==> src/rtl/inv_key_scheduler_if.sv <==
// ---------------------------------------------------------------------------
// inv_key_scheduler_if
// Bundles the load request and the round-key stream of inv_key_scheduler.
//
// Signals:
//   i_start     load request (seen only while the scheduler is idle)
//   i_key       80-bit master key K0
//   o_busy      scheduler is expanding or emitting
//   o_rk_valid  o_rk / o_round / o_last carry a key
//   i_rk_ready  consumer accepts the current key
//   o_rk        64-bit round key
//   o_round     round index of o_rk (ROUNDS down to 0)
//   o_last      current key is round 0
//   dbg_state   FSM state (0 idle, 1 expand, 2 emit)
//
// Handshake: a key moves on a rising edge where o_rk_valid and i_rk_ready
// are both high. Once o_rk_valid rises it stays high, and o_rk, o_round and
// o_last stay unchanged, until that transfer happens.
//
// Modports: slave = the scheduler, master = the side that loads keys and
// consumes round keys.
// ---------------------------------------------------------------------------
interface inv_key_scheduler_if;
    logic        i_start;
    logic [79:0] i_key;
    logic        o_busy;
    logic        o_rk_valid;
    logic        i_rk_ready;
    logic [63:0] o_rk;
    logic [4:0]  o_round;
    logic        o_last;
    logic [1:0]  dbg_state;

    modport slave (
        input  i_start, i_key, i_rk_ready,
        output o_busy, o_rk_valid, o_rk, o_round, o_last, dbg_state
    );

    modport master (
        output i_start, i_key, i_rk_ready,
        input  o_busy, o_rk_valid, o_rk, o_round, o_last, dbg_state
    );
endinterface

==> src/rtl/inv_key_scheduler.sv <==
// ---------------------------------------------------------------------------
// inv_key_scheduler
// Decryption-side key scheduler for the BORON datapath (80-bit key, 64-bit
// block). After a load, the master key is walked forward through all ROUNDS
// schedule steps. The round keys are then streamed out from K_ROUNDS down to
// K0, undoing one schedule step per accepted key. Only the current 80-bit key
// is kept; earlier keys are regenerated rather than stored.
//
// Ports:
//   clk  rising-edge clock
//   rst  synchronous, active-high reset; wins over everything
//   bus  inv_key_scheduler_if.slave (load request and round-key stream)
// ---------------------------------------------------------------------------
module inv_key_scheduler #(
    parameter int ROUNDS = 25
) (
    input  logic                 clk,
    input  logic                 rst,
    inv_key_scheduler_if.slave   bus
);

    typedef enum logic [1:0] {
        IDLE   = 2'd0,
        EXPAND = 2'd1,
        EMIT   = 2'd2
    } state_t;

    localparam logic [4:0] LAST_RND = 5'(ROUNDS);

    state_t      state;
    logic [79:0] key_reg;
    logic [4:0]  rnd;
    logic        busy_q;
    logic        valid_q;

    logic [79:0] fwd_key;
    logic [79:0] inv_key;

    function automatic logic [3:0] s_box(input logic [3:0] x);
        logic [3:0] y;
        case (x)
            4'h0: y = 4'hE;  4'h1: y = 4'h4;  4'h2: y = 4'hB;  4'h3: y = 4'h1;
            4'h4: y = 4'h7;  4'h5: y = 4'h9;  4'h6: y = 4'hC;  4'h7: y = 4'hA;
            4'h8: y = 4'hD;  4'h9: y = 4'h2;  4'hA: y = 4'h0;  4'hB: y = 4'hF;
            4'hC: y = 4'h8;  4'hD: y = 4'h5;  4'hE: y = 4'h3;  default: y = 4'h6;
        endcase
        return y;
    endfunction

    function automatic logic [3:0] inv_s_box(input logic [3:0] x);
        logic [3:0] y;
        case (x)
            4'h0: y = 4'hA;  4'h1: y = 4'h3;  4'h2: y = 4'h9;  4'h3: y = 4'hE;
            4'h4: y = 4'h1;  4'h5: y = 4'hD;  4'h6: y = 4'hF;  4'h7: y = 4'h4;
            4'h8: y = 4'hC;  4'h9: y = 4'h5;  4'hA: y = 4'h7;  4'hB: y = 4'h2;
            4'hC: y = 4'h6;  4'hD: y = 4'h8;  4'hE: y = 4'h0;  default: y = 4'hB;
        endcase
        return y;
    endfunction

    // F(K, r): rotate left 13, substitute the low nibble, mix (r-1) into [63:59].
    function automatic logic [79:0] fwd_step(input logic [79:0] k, input logic [4:0] r);
        logic [79:0] t;
        t         = {k[66:0], k[79:67]};
        t[3:0]    = s_box(t[3:0]);
        t[63:59]  = t[63:59] ^ (r - 5'd1);
        return t;
    endfunction

    // G(K, r): undo F in reverse order. The nibble and the counter field do
    // not overlap, so only the rotation has to come last.
    function automatic logic [79:0] inv_step(input logic [79:0] k, input logic [4:0] r);
        logic [79:0] t;
        t         = k;
        t[63:59]  = t[63:59] ^ (r - 5'd1);
        t[3:0]    = inv_s_box(t[3:0]);
        return {t[12:0], t[79:13]};
    endfunction

    always_comb begin
        fwd_key = fwd_step(key_reg, rnd);
        inv_key = inv_step(key_reg, rnd);
    end

    always_ff @(posedge clk) begin
        if (rst) begin
            state   <= IDLE;
            key_reg <= '0;
            rnd     <= '0;
            busy_q  <= 1'b0;
            valid_q <= 1'b0;
        end else begin
            case (state)
                IDLE: begin
                    if (bus.i_start) begin
                        key_reg <= bus.i_key;
                        rnd     <= 5'd1;
                        busy_q  <= 1'b1;
                        state   <= EXPAND;
                    end
                end
                EXPAND: begin
                    key_reg <= fwd_key;
                    if (rnd == LAST_RND) begin
                        // rnd already names the key now in key_reg.
                        valid_q <= 1'b1;
                        state   <= EMIT;
                    end else begin
                        rnd <= rnd + 5'd1;
                    end
                end
                EMIT: begin
                    if (bus.i_rk_ready) begin
                        if (rnd != 5'd0) begin
                            key_reg <= inv_key;
                            rnd     <= rnd - 5'd1;
                        end else begin
                            // key_reg is back at K0 here; it is left as is.
                            valid_q <= 1'b0;
                            busy_q  <= 1'b0;
                            state   <= IDLE;
                        end
                    end
                end
                default: state <= IDLE;
            endcase
        end
    end

    assign bus.o_busy     = busy_q;
    assign bus.o_rk_valid = valid_q;
    assign bus.o_rk       = key_reg[63:0];
    assign bus.o_round    = rnd;
    assign bus.o_last     = valid_q && (rnd == 5'd0);
    assign bus.dbg_state  = state;

endmodule

==> src/flat_wrapper.sv <==
// flat-port wrapper written by rule: the top's interface ports become plain ports
module inv_key_scheduler_flat 
#(
    parameter int ROUNDS = 25
)
  (clk, rst, bus_i_start, bus_i_key, bus_i_rk_ready, bus_o_busy, bus_o_rk_valid, bus_o_rk, bus_o_round, bus_o_last, bus_dbg_state);
  inv_key_scheduler_if bus_i ();
  input  logic clk;
  input  logic rst;
  input wire logic [$bits(bus_i.i_start)-1:0] bus_i_start;
  input wire logic [$bits(bus_i.i_key)-1:0] bus_i_key;
  input wire logic [$bits(bus_i.i_rk_ready)-1:0] bus_i_rk_ready;
  output wire logic [$bits(bus_i.o_busy)-1:0] bus_o_busy;
  output wire logic [$bits(bus_i.o_rk_valid)-1:0] bus_o_rk_valid;
  output wire logic [$bits(bus_i.o_rk)-1:0] bus_o_rk;
  output wire logic [$bits(bus_i.o_round)-1:0] bus_o_round;
  output wire logic [$bits(bus_i.o_last)-1:0] bus_o_last;
  output wire logic [$bits(bus_i.dbg_state)-1:0] bus_dbg_state;
  assign bus_i.i_start = bus_i_start;
  assign bus_i.i_key = bus_i_key;
  assign bus_i.i_rk_ready = bus_i_rk_ready;
  assign bus_o_busy = bus_i.o_busy;
  assign bus_o_rk_valid = bus_i.o_rk_valid;
  assign bus_o_rk = bus_i.o_rk;
  assign bus_o_round = bus_i.o_round;
  assign bus_o_last = bus_i.o_last;
  assign bus_dbg_state = bus_i.dbg_state;
  inv_key_scheduler #(.ROUNDS(ROUNDS)) u_core (.clk(clk), .rst(rst), .bus(bus_i));
endmodule
==> config.mk <==
export PLATFORM = sky130hd
export DESIGN_NAME = inv_key_scheduler_flat
export DESIGN_NICKNAME = d
export VERILOG_FILES = /design/src/rtl/inv_key_scheduler_if.sv /design/src/rtl/inv_key_scheduler.sv /design/src/flat_wrapper.sv
export SDC_FILE = /design/constraint.sdc
export NUM_CORES = 1
export LEC_CHECK = 0
export ABC_AREA = 1
export CAP_MARGIN = 20
export CORE_UTILIZATION = 33
export CTS_BUF_LIST = sky130_fd_sc_hd__clkbuf_8
export DETAILED_ROUTE_END_ITERATION = 10
export REMOVE_ABC_BUFFERS = 1
export SYNTH_ARGS = -nofsm -noshare
export SYNTH_HDL_FRONTEND = slang
export SYNTH_SLANG_ARGS = --single-unit
==> constraint.sdc <==
create_clock -name clk -period 2.6 [get_ports clk]
set_input_delay 0.52 -clock clk [delete_from_list [all_inputs] [get_ports clk]]
set_output_delay 0.52 -clock clk [all_outputs]
set_load 0.01 [all_outputs]
# Yosys cells after proc, flatten, opt, wreduce, memory -nomap -nowiden
# Memory sizes are Yosys's and may differ from the RTL's. A register that Yosys moved wholly into a read port is not among the register bits.
# Cells that the tools add are included.
[classes]
n_bitwise = 2
n_reduce_logical = 12
n_mux = 24
eq_ne = 9
add_sub_neg = 2
[ops]
columns = ["op", "count"]
rows = [
  ["$mux 80", 3],
  ["$pmux 80 s3", 1],
  ["$mux 5", 4],
  ["$mux 4", 4],
  ["$reduce_and 4->1", 4],
  ["$pmux 5 s3", 1],
  ["$xor 5x5->5", 2],
  ["$mux 2", 4],
  ["$ne 2x2->1 const B", 4],
  ["$pmux 2 s3", 1],
  ["$add 5x1->5 const B", 1],
  ["$eq 5x5->1 const B", 1],
  ["$logic_not 5->1", 1],
  ["$reduce_and 5->1", 1],
  ["$reduce_bool 5->1", 1],
  ["$sub 5x1->5 const B", 1],
  ["$mux 1", 4],
  ["$ne 2x1->1 const B", 2],
  ["$pmux 1 s2", 2],
  ["$reduce_bool 2->1", 2],
  ["$reduce_bool 3->1", 1],
  ["$eq 2x1->1 const B", 1],
  ["$eq 2x2->1 const B", 1],
  ["$logic_not 2->1", 1],
  ["$logic_and 1x1->1", 1],
]
[totals]
in_bits = 84
output_inout_bits = 74
wordCells = 56
memories = 2
register_bits = 89
mem_bits_ro = 128
[mem_list]
columns = ["name", "words", "word_bits", "read_ports", "rd_ports_with_merged_regs", "write_ports", "line", "rtl"]
rows = [
  ["(no name shown)", 16, 4, 1, 1, 0, "inv_key_scheduler.sv:41", "case (x)"],
  ["(no name shown)", 16, 4, 1, 1, 0, "inv_key_scheduler.sv:52", "case (x)"],
]

# Longest topological paths before layout
# Gate-level depths: netlist of the first run.
[depth]
word_depth = 7
mapped_depth = 18
ltp_nobuf = 16

# Worst setup path before layout of the first run
# Ideal clock, no wire load.
[synth_path]
path_kind = "register to register"
startpoint = "reg u_core.state[0], in the netlist u_core.bus.dbg_state[0]"
endpoint = "reg u_core.inv_key[70] (netlist name)"
arrival_time_ps = 2304
path_slack_ps = 183
path_stages_with_launch = 18
period_less_slack_ps = 2417
required_ps = 2487
cell_sequence = "dfxtp_1 -> inv_1 -> ha_1 -> buf_6 -> nand2_2 -> nand2_4 -> nor2_8 -> nand2_4 -> buf_6 -> nand2_1 -> nand2_1 -> nor2_1 -> inv_1 -> ha_1 -> inv_1 -> nand3_1 -> nand3_1 -> nand2_1"
[synth_between]
elab_chain_cells = 5
word_cells_on_any_way = 11
classes_between = "eq/ne (5); mux (3); reduce/logical (3)"
[synth_rtl]
columns = ["element", "line", "rtl"]
rows = [
  ["start, declared", "inv_key_scheduler.sv:30", "state_t state;"],
  ["start signal, assigned", "inv_key_scheduler.sv:87", "state <= IDLE;"],
  ["start signal, assigned", "inv_key_scheduler.sv:99", "state <= EXPAND;"],
  ["start signal, assigned", "inv_key_scheduler.sv:107", "state <= EMIT;"],
  ["$eq 2x2->1 (tied with other cells)", "inv_key_scheduler.sv:93", "case (state)"],
  ["$ne 2x1->1 (no source line) (tied with other cells)", "--", ""],
  ["$reduce_and 4->1 (no source line)", "--", ""],
  ["$mux 4 (no source line) * (2 in a row)", "--", ""],
]
# Mark *: on every way between the ends. The rest lies on a longest branch, timed or not.
# A chain may end at the register's enable or synchronous reset.

# Final worst setup path of the first run
[layout_path]
startpoint = "reg u_core.rnd[1], in the netlist u_core.bus.o_round[1]"
endpoint = "out bus_o_last"
[layout_between]
elab_chain_cells = 2
[layout_rtl]
columns = ["element", "line", "rtl"]
rows = [
  ["start, declared", "inv_key_scheduler.sv:32", "logic [4:0] rnd;"],
  ["start signal, assigned", "inv_key_scheduler.sv:109", "rnd <= rnd + 5'd1;"],
  ["start signal, assigned", "inv_key_scheduler.sv:116", "rnd <= rnd - 5'd1;"],
  ["$logic_not 5->1", "inv_key_scheduler.sv:134", "assign bus.o_last = valid_q && (rnd == 5'd0);"],
  ["$logic_and 1x1->1", "inv_key_scheduler.sv:134", ""],
  ["end, declared", "flat_wrapper.sv:17", "output wire logic [$bits(bus_i.o_last)-1:0] bus_o_last;"],
]
# Every way passes these cells.

==> flow_metrics.tcl, run 1 <==
set metrics [dict create \
    outcome "complete, no violations" \
    finalHoldViolations 0 \
    cts_buffer_depth 2 \
    h-tree-depth 3 \
    timing.final.crit_share_pct 94.54 \
    yosysMostFrequentCell "nand2_1" \
    vias_per_cell 5.018 \
    comb_power_share_pct 65.2 \
    crit_type "reg2out" \
    yosys.area.top_type_share_pct 30.90 \
    largest_reg_flops 80 \
    design.core.area_mm2 0.01871 \
    num_rows 50 \
    seqPwrFrac_pct 25.8 \
    drc 0 \
    tightest_slew_ps 486.9 \
    cts_buffers 9 \
    synth_seq_cells 97 \
    worstPathArrival_ps 1940 \
    yosysTopAreaCell "dfxtp_1" \
    synthTopCellsByArea "dfxtp_1 (31%), nand2_1 (16%), o21ai_0 (8.5%)" \
    die_area_mm2 0.01960 \
    crit_fanout 6 \
    globalRouteTotalUtil_pct 19.96 \
    fin_crit_ps 2458 \
    final_area_mm2 0.007812 \
    hold_class "reg2reg" \
    synth_ff_type "dfxtp_1" \
    p_int_mw 5.330 \
    fmax_ghz 0.4068 \
    clkSinkCount 97 \
    synth.distinct_cells 32 \
    synth_edf_count 0 \
    power_density_mw_per_mm2 1363 \
    crit_family "buffers and inverters" \
    synth_common_cells "nand2_1 (274), o21ai_0 (107), dfxtp_1 (97)" \
    antenna_found_initial 0 \
    relSlewSlack_pct 67.54 \
    cts_tree "done" \
    p_leak_nw 3.114 \
    post_dp_cell_area_mm2 0.007619 \
    clk_pin_slew_ps 100 \
    maxCapViolCount 0 \
    post-cts-setup-buffers 0 \
    dieWidth_um 140 \
    synthCells 951 \
    ioPinCount 158 \
    io_buffer_count 157 \
    switching_share_pct 49.95 \
    post_cts_resized 2 \
    yosys_warnings 0 \
    grt_pass1_wl_um 31260 \
    path_cells "inv_1, ha_4, nand3_2, nor2_1, clkdlybuf4s50_1" \
    start_kind "flop" \
    firstDrtPassIters 5 \
    synth-seq-area-share_pct 30.90 \
    slowest_delay_ps 540 \
    vias 6323 \
    initial_core_util_pct 33.60 \
    final_nets 1123 \
    setup_viol 0 \
    grt_pass1_vias 5905 \
    cts_hold_buf 0 \
    hold_ws_ps 462.2 \
    n_fill_cell 1983 \
    dpl.hpwl_um 13640 \
    rsz0062_at_grt "no" \
    grt_max_degree 63 \
    syn_avg_cell_area_um2 6.609 \
    crit_required_ps 2080 \
    chipHeight_um 140 \
    gp_congestion 0.8449 \
    cp_slowest_cell "clkdlybuf4s50_1" \
    grt_overflow_total 0 \
    drv_slew 0 \
    netlist_area_mm2 0.006285 \
    finalClockSkew_ps 10.18 \
    r2r_slack_ps 240 \
    synthArstFlopShare_pct 0 \
    crit_path_end_kind "output port" \
    clock_latency_ps 380 \
    drive_gt1_share_pct 7.895 \
    root_buffer "clkbuf_8" \
    pwr-share-clk_pct 8.9 \
    wirelength_um 19280 \
    ant_nets 0 \
    ir_worst_vdd_uv 492.5 \
    drt-initial-drc-count 345 \
    power_switching_mw 5.319 \
    cp_num_buf_inv 2 \
    routedWlPerCell_um 15.30 \
    diodes 0 \
    syn_to_final_growth_pct 24.31 \
]
[power groups by stage]
stage                     registers, mW  clock network [mW]  logic, mW
after floorplan                    2.87                   0       3.83
after global placement             2.78                   0       6.87
after detailed placement           2.78                   0       6.90
after CTS                          2.75               0.980       6.94
after global routing               2.86                1.04       7.76
final                              2.75               0.952       6.95
[cell usage in the layout (no fill, tap or decap), types with 3 or more instances in the layout]
master and count:
o21ai_1 10, buf_4 29, or2_2 6, clkinv_2 3
a31oi_1 62, inv_1 84, nor2_1 10, nand3_1 51
nand3_2 5, a21oi_1 33, dfxtp_1 97, clkbuf_8 11
nand2_1 274, clkdlybuf4s50_1 157, inv_2 6, o21ai_0 107
nand2_2 7, ha_1 14, o22ai_1 38
[final cells by class]
cell class	instances	area [µm²]	share of cell area, %
Tap cell	234	292.8	3.748
Sequential cell	97	1942	24.86
Inverter	90	340.3	4.356
Timing Repair Buffer	188	1829	23.41
Multi-Input combinational cell	635	3234	41.40
Clock buffer	11	151.4	1.938
Clock inverter	5	22.52	0.2883
[metal layers]
metal | vias to the layer above | global-route usage, % | wire (µm)
li1 | 3222 | - | -
met1 | 2886 | 27.65 | 9464
met2 | 197 | 32.05 | 8597
met3 | 18 | 2.701 | 945
met4 | 0 | 6.073 | 272
met5 | - | 0 | 0
[worst min-delay path: cells and delay by family (launching register included)]
family	cells	cell delay (ps)
buf+inv	1	50
flops	1	330
compound gates	1	50
[worst paths after layout]
path / startpoint / end / cells past startpoint
max: u_core.bus.o_round[1]$_SDFFE_PP0P_ / bus_o_last / 5
min: u_core.bus.o_busy$_SDFFE_PP0P_ / u_core.bus.o_busy$_SDFFE_PP0P_ / 2
max reg2reg: u_core.bus.dbg_state[1]$_SDFFE_PP0P_ / u_core.inv_key[67]$_DFF_P_ / 13
min reg2reg: u_core.bus.o_busy$_SDFFE_PP0P_ / u_core.bus.o_busy$_SDFFE_PP0P_ / 2
[kinds of logic after synthesis]
| kind of cell | after synthesis | share of synthesized area, % |
|---|---|---|
| flip-flops | 97 | 30.90 |
| adder cells (fa/ha/maj) | 18 | 3.584 |
| AND/OR/NAND/NOR | 362 | 24.79 |
| buffers and inverters | 219 | 18.20 |
| AO/OA/AOI/OAI | 254 | 22.40 |
| XOR/XNOR | 1 | 0.1394 |
[through the flow]
stage / setup TNS, ps / power [mW] / cells / worst slack, ps / util, %
floorplan: -115200 / 6.700 / 822 / -1942 / -
global placement: 0 / 9.649 / 1244 / 122.3 / 40.73
detailed placement: 0 / 9.682 / 1244 / 69.10 / 40.73
CTS: 0 / 10.67 / 1260 / 84.05 / 41.70
global route: 0 / 11.66 / 1260 / 7.995 / 41.77
finish: 0 / 10.65 / 1260 / 141.9 / 41.77
No activity file was read; power rests on OpenSTA's default activity.
==> run 2, diff against run 1 <==
--- a/config.mk
+++ b/config.mk
@@ -7,10 +7,12 @@
 export LEC_CHECK = 0
 export ABC_AREA = 1
 export CAP_MARGIN = 20
+export CORE_MARGIN = 2
 export CORE_UTILIZATION = 33
 export CTS_BUF_LIST = sky130_fd_sc_hd__clkbuf_8
 export DETAILED_ROUTE_END_ITERATION = 10
 export REMOVE_ABC_BUFFERS = 1
+export SLEW_MARGIN = 20
 export SYNTH_ARGS = -nofsm -noshare
 export SYNTH_HDL_FRONTEND = slang
 export SYNTH_SLANG_ARGS = --single-unit
==> flow_metrics.tcl, run 2 (same netlist as run 1, synthesis figures left out) <==
set metrics [dict create \
    multiInputGateArea_mm2 0.003242 \
    ir_worst_vdd_uv 903.3 \
    timing.final.crit_share_pct 94.71 \
    wirelength_um 19140 \
    final_common_cell "nand2_1" \
    grt_pass1_vias 5993 \
    outcome "complete, no violations" \
    crit_required_ps 2080 \
    p_leak_nw 3.106 \
    gp_congestion 0.8269 \
    globalRouteTotalUtil_pct 19.20 \
    final_area_mm2 0.007831 \
    worstReg2RegEnd "u_core.inv_key[68]$_DFF_P_" \
    fin_crit_ps 2463 \
    drive_gt1_share_pct 7.164 \
    final_nets 1116 \
    r2r_slack_ps 210 \
    grt_pass1_wl_um 31080 \
    design.core.area_mm2 0.01871 \
    drc 0 \
    seqPwrFrac_pct 25.7 \
    setup_tns_ps 0 \
    worst_r2r_startpoint "u_core.bus.dbg_state[1]$_SDFFE_PP0P_" \
    routedWlPerCell_um 15.28 \
    h-tree-depth 3 \
    cp_slowest_cell "clkdlybuf4s50_1" \
    place_ws_ps 56.77 \
    diodes 0 \
    pwr-share-clk_pct 9.0 \
    ant_nets 0 \
    die_area_mm2 0.02016 \
    io_buffer_count 157 \
    vias 6300 \
    placedCellCount 1237 \
    path_cells "inv_1, ha_4, nand3_2, nor2_1, clkdlybuf4s50_1" \
    maxCapViolCount 0 \
    switching_share_pct 49.73 \
    p_int_mw 5.360 \
    crit_type "reg2out" \
    initial_core_util_pct 33.60 \
    final_cells 1253 \
    setup_viol 0 \
    comb_power_share_pct 65.3 \
    syn_to_final_growth_pct 24.61 \
    vias_per_cell 5.028 \
    cts_buffers 9 \
    dieWidth_um 142 \
    post-cts-setup-buffers 0 \
    fmax_ghz 0.4061 \
    largest_reg_flops 80 \
    num_rows 50 \
    antenna_found_initial 0 \
    power_switching_mw 5.303 \
    power_density_mw_per_mm2 1362 \
    chipHeight_um 142 \
    fin_ws_ps 137.4 \
    tightest_slew_ps 473.2 \
    clkSinkCount 97 \
    layout_common_cells "nand2_1 (274), clkdlybuf4s50_1 (157), o21ai_0 (107), dfxtp_1 (97), inv_1 (84)" \
    hold_class "reg2reg" \
    crit_start "u_core.bus.o_round[1]$_SDFFE_PP0P_" \
    finalClockSkew_ps 16.39 \
    firstDrtPassIters 5 \
    cts_tree "done" \
    cts_buffer_depth 2 \
    clock_latency_ps 390 \
    drt-initial-drc-count 326 \
    root_buffer "clkbuf_8" \
    start_kind "flop" \
    worstSetupEndpoint "bus_o_last" \
    grt_overflow_total 0 \
    min_from "u_core.bus.o_busy$_SDFFE_PP0P_" \
    slowest_delay_ps 550 \
    post_dp_cell_area_mm2 0.007629 \
    rsz0062_at_grt "no" \
    crit_fanout 6 \
    grt_max_degree 77 \
    drv_slew 0 \
    relSlewSlack_pct 68.40 \
    dpl.hpwl_um 13500 \
    finalHoldViolations 0 \
    crit_path_end_kind "output port" \
    n_fill_cell 1934 \
    clk_pin_slew_ps 100 \
    ioPinCount 158 \
    reg2regPathDepth 12 \
    p_total_mw 10.66 \
    register_area_mm2 0.001942 \
    worstPathArrival_ps 1940 \
]
-- run 2: how the worst min path moves through the flow --
stage                     cells after the start                             end  slack [ps]
after floorplan                               2  u_core.bus.o_busy$_SDFFE_PP0P_         470
after global placement                        2  u_core.bus.o_busy$_SDFFE_PP0P_         440
after detailed placement                      2  u_core.bus.o_busy$_SDFFE_PP0P_         450
after CTS                                     2  u_core.bus.o_busy$_SDFFE_PP0P_         460
after global routing                          2  u_core.bus.o_busy$_SDFFE_PP0P_         500
final                                         2  u_core.bus.o_busy$_SDFFE_PP0P_         450
-- run 2: cell type report --
cell class	count	area share, %
Multi-Input combinational cell	635	41.40
Sequential cell	97	24.80
Timing Repair Buffer	181	23.49
Inverter	90	4.346
Tap cell	234	3.739
Clock buffer	11	1.933
Clock inverter	5	0.3036
-- run 2: layer usage --
metal  vias up  track usage, %  part of all wire [%]
li1       3211               -                     -
met1      2895           27.28                    48
met2       176           30.38                    45
met3        18           2.052                   5.0
met4         0           6.421                   1.7
met5         -               0                     0
-- run 2: metrics by stage --
step                      utilization, %  hold slack [ps]
final                              41.87            454.5
after global routing               41.87            500.4
after detailed placement           40.78            446.8
after floorplan                        -            474.0
after CTS                          41.76            461.8
after global placement             40.78            444.2
-- run 2: critical path: cells and delay by family (launching register included) --
family | cells | cell delay (ps)
fa+ha+maj | 1 | 190
simple gates | 2 | 300
flops | 1 | 390
buf+inv | 2 | 680
-- run 2: what timing repair did --
item                       in CTS  in global routing
hold buffers                    0                  0
setup endpoints to repair       1                  4
gates resized for setup         2                  3
-- run 2: power by group through the flow --
stage | Sequential [mW] | Combinational, mW | Clock [mW]
6_report | 2.74 | 6.96 | 0.962
5_1_grt | 2.83 | 7.84 | 1.04
4_1_cts | 2.73 | 6.99 | 0.991
3_5_place_dp | 2.76 | 6.95 | 0
3_3_place_gp | 2.77 | 6.90 | 0
2_1_floorplan | 2.87 | 3.83 | 0
==> run 3, diff against run 2 <==
--- a/config.mk
+++ b/config.mk
@@ -11,6 +11,7 @@
 export CORE_UTILIZATION = 33
 export CTS_BUF_LIST = sky130_fd_sc_hd__clkbuf_8
 export DETAILED_ROUTE_END_ITERATION = 10
+export PLACE_DENSITY = 0.67
 export REMOVE_ABC_BUFFERS = 1
 export SLEW_MARGIN = 20
 export SYNTH_ARGS = -nofsm -noshare
==> flow_metrics.tcl, run 3 (same netlist as run 1, synthesis figures left out) <==
set metrics [dict create \
    cts_tree "done" \
    clkSinkCount 97 \
    num_rows 50 \
    switching_share_pct 49.19 \
    outcome "complete, no violations" \
    relSlewSlack_pct 69.69 \
    die_area_mm2 0.02016 \
    dieWidth_um 142 \
    fin_crit_ps 2472 \
    setup_tns_ps 0 \
    post-cts-setup-buffers 0 \
    clk_pin_slew_ps 100 \
    grt_pass1_wl_um 30320 \
    cts_buffer_depth 2 \
    seqPwrFrac_pct 25.3 \
    post_cts_resized 1 \
    fin_util_pct 41.89 \
    p_int_mw 5.457 \
    io_buffer_count 157 \
    power_switching_mw 5.283 \
    drc 0 \
    globalRouteTotalUtil_pct 18.70 \
    cts_buffers 9 \
    crit_type "reg2out" \
    grt_max_degree 74 \
    chipHeight_um 142 \
    crit_fanout 6 \
    drv_slew 0 \
    diodes 0 \
    finalHoldViolations 0 \
    crit_required_ps 2080 \
    n_fill_cell 1988 \
    p_leak_nw 3.109 \
    vias 6364 \
    drt-initial-drc-count 401 \
    comb_power_share_pct 64.2 \
    hold_class "reg2reg" \
    routedWlPerCell_um 15.20 \
    drive_gt1_share_pct 7.549 \
    finalClockSkew_ps 14.43 \
    ir_worst_vdd_uv 546.0 \
    dpl.hpwl_um 13380 \
    pwr-share-clk_pct 10.5 \
    layout_common_cells "nand2_1 (274), clkdlybuf4s50_1 (157), o21ai_0 (107), dfxtp_1 (97), inv_1 (83)" \
    initial_core_util_pct 33.60 \
    setup_viol 0 \
    antenna_found_initial 0 \
    power_density_mw_per_mm2 1371 \
    grt_pass1_vias 5907 \
    fin_ws_ps 128.4 \
    start_kind "flop" \
    ant_nets 0 \
    fmax_ghz 0.4046 \
    syn_to_final_growth_pct 24.67 \
    worstPathArrival_ps 1950 \
    design.core.area_mm2 0.01871 \
    final_common_cell "nand2_1" \
    crit_path_end_kind "output port" \
    cts_hold_buf 0 \
    ioPinCount 158 \
    place_ws_ps 22.19 \
    vias_per_cell 5.075 \
    wirelength_um 19060 \
    grt_overflow_total 0 \
    timing.final.crit_share_pct 95.06 \
    largest_reg_flops 80 \
    final_nets 1117 \
    firstDrtPassIters 5 \
    maxCapViolCount 0 \
    gp_congestion 0.8521 \
    clock_latency_ps 380 \
    h-tree-depth 3 \
    tightest_slew_ps 454.6 \
    root_buffer "clkbuf_8" \
]
[run 3: cell count changes in the layout (fill, tap and decap cells not counted), sizes merged]
cell,before,now
clkbuf,11,14
inv,92,90
buf,24,25
bufinv,0,1
clkinv,2,1
clkinvlp,1,0
[run 3: stage by stage]
step	hold slack (ps)	instance area, µm²	power (mW)	cells
floorplan	474.0	5482	6.700	822
global placement	440.6	7586	9.537	1238
detailed placement	445.3	7586	9.621	1238
CTS	460.5	7818	10.79	1254
global route	478.2	7835	11.71	1254
finish	460.0	7835	10.74	1254
[run 3: path summary, 6_finish.rpt]
path	startpoint	endpoint	slack, ps	cells after the start
setup / recovery	u_core.bus.o_round[1]$_SDFFE_PP0P_	bus_o_last	130	5
hold / removal	u_core.bus.o_busy$_SDFFE_PP0P_	u_core.bus.o_busy$_SDFFE_PP0P_	460	2
setup reg to reg	u_core.bus.dbg_state[0]$_SDFFE_PP0P_	u_core.fwd_key[2]$_DFF_P_	180	14
hold reg to reg	u_core.bus.o_busy$_SDFFE_PP0P_	u_core.bus.o_busy$_SDFFE_PP0P_	460	2
[run 3: cell type report]
type / count / area [µm²] / area share (%)
Multi-Input combinational cell: 635 / 3237 / 41.31
Clock inverter: 2 / 33.78 / 0.4312
Clock buffer: 14 / 192.7 / 2.459
Inverter: 90 / 340.3 / 4.344
Sequential cell: 97 / 1942 / 24.78
Timing Repair Buffer: 182 / 1797 / 22.93
Tap cell: 234 / 292.8 / 3.737
[run 3: power by group through the flow]
stage	registers (mW)	logic [mW]	clock network, mW
4_1_cts	2.71	6.91	1.17
5_1_grt	2.80	7.68	1.22
2_1_floorplan	2.87	3.83	0
3_3_place_gp	2.74	6.80	0
3_5_place_dp	2.74	6.88	0
6_report	2.72	6.89	1.13
[run 3: critical path, stage by stage (launching register included)]
cell and delay [ps]:
dfxtp_1 370, inv_1 100, ha_2 270, nand3_2 170
nor2_1 120, clkdlybuf4s50_1 540
[run 3: per-layer routing]
layer	track usage, %	wire length [µm]	vias up
met1	24.75	8906	2937
li1	-	-	3222
met3	2.725	888	17
met4	5.421	263	0
met2	31.66	9000	188
met5	0	0	-
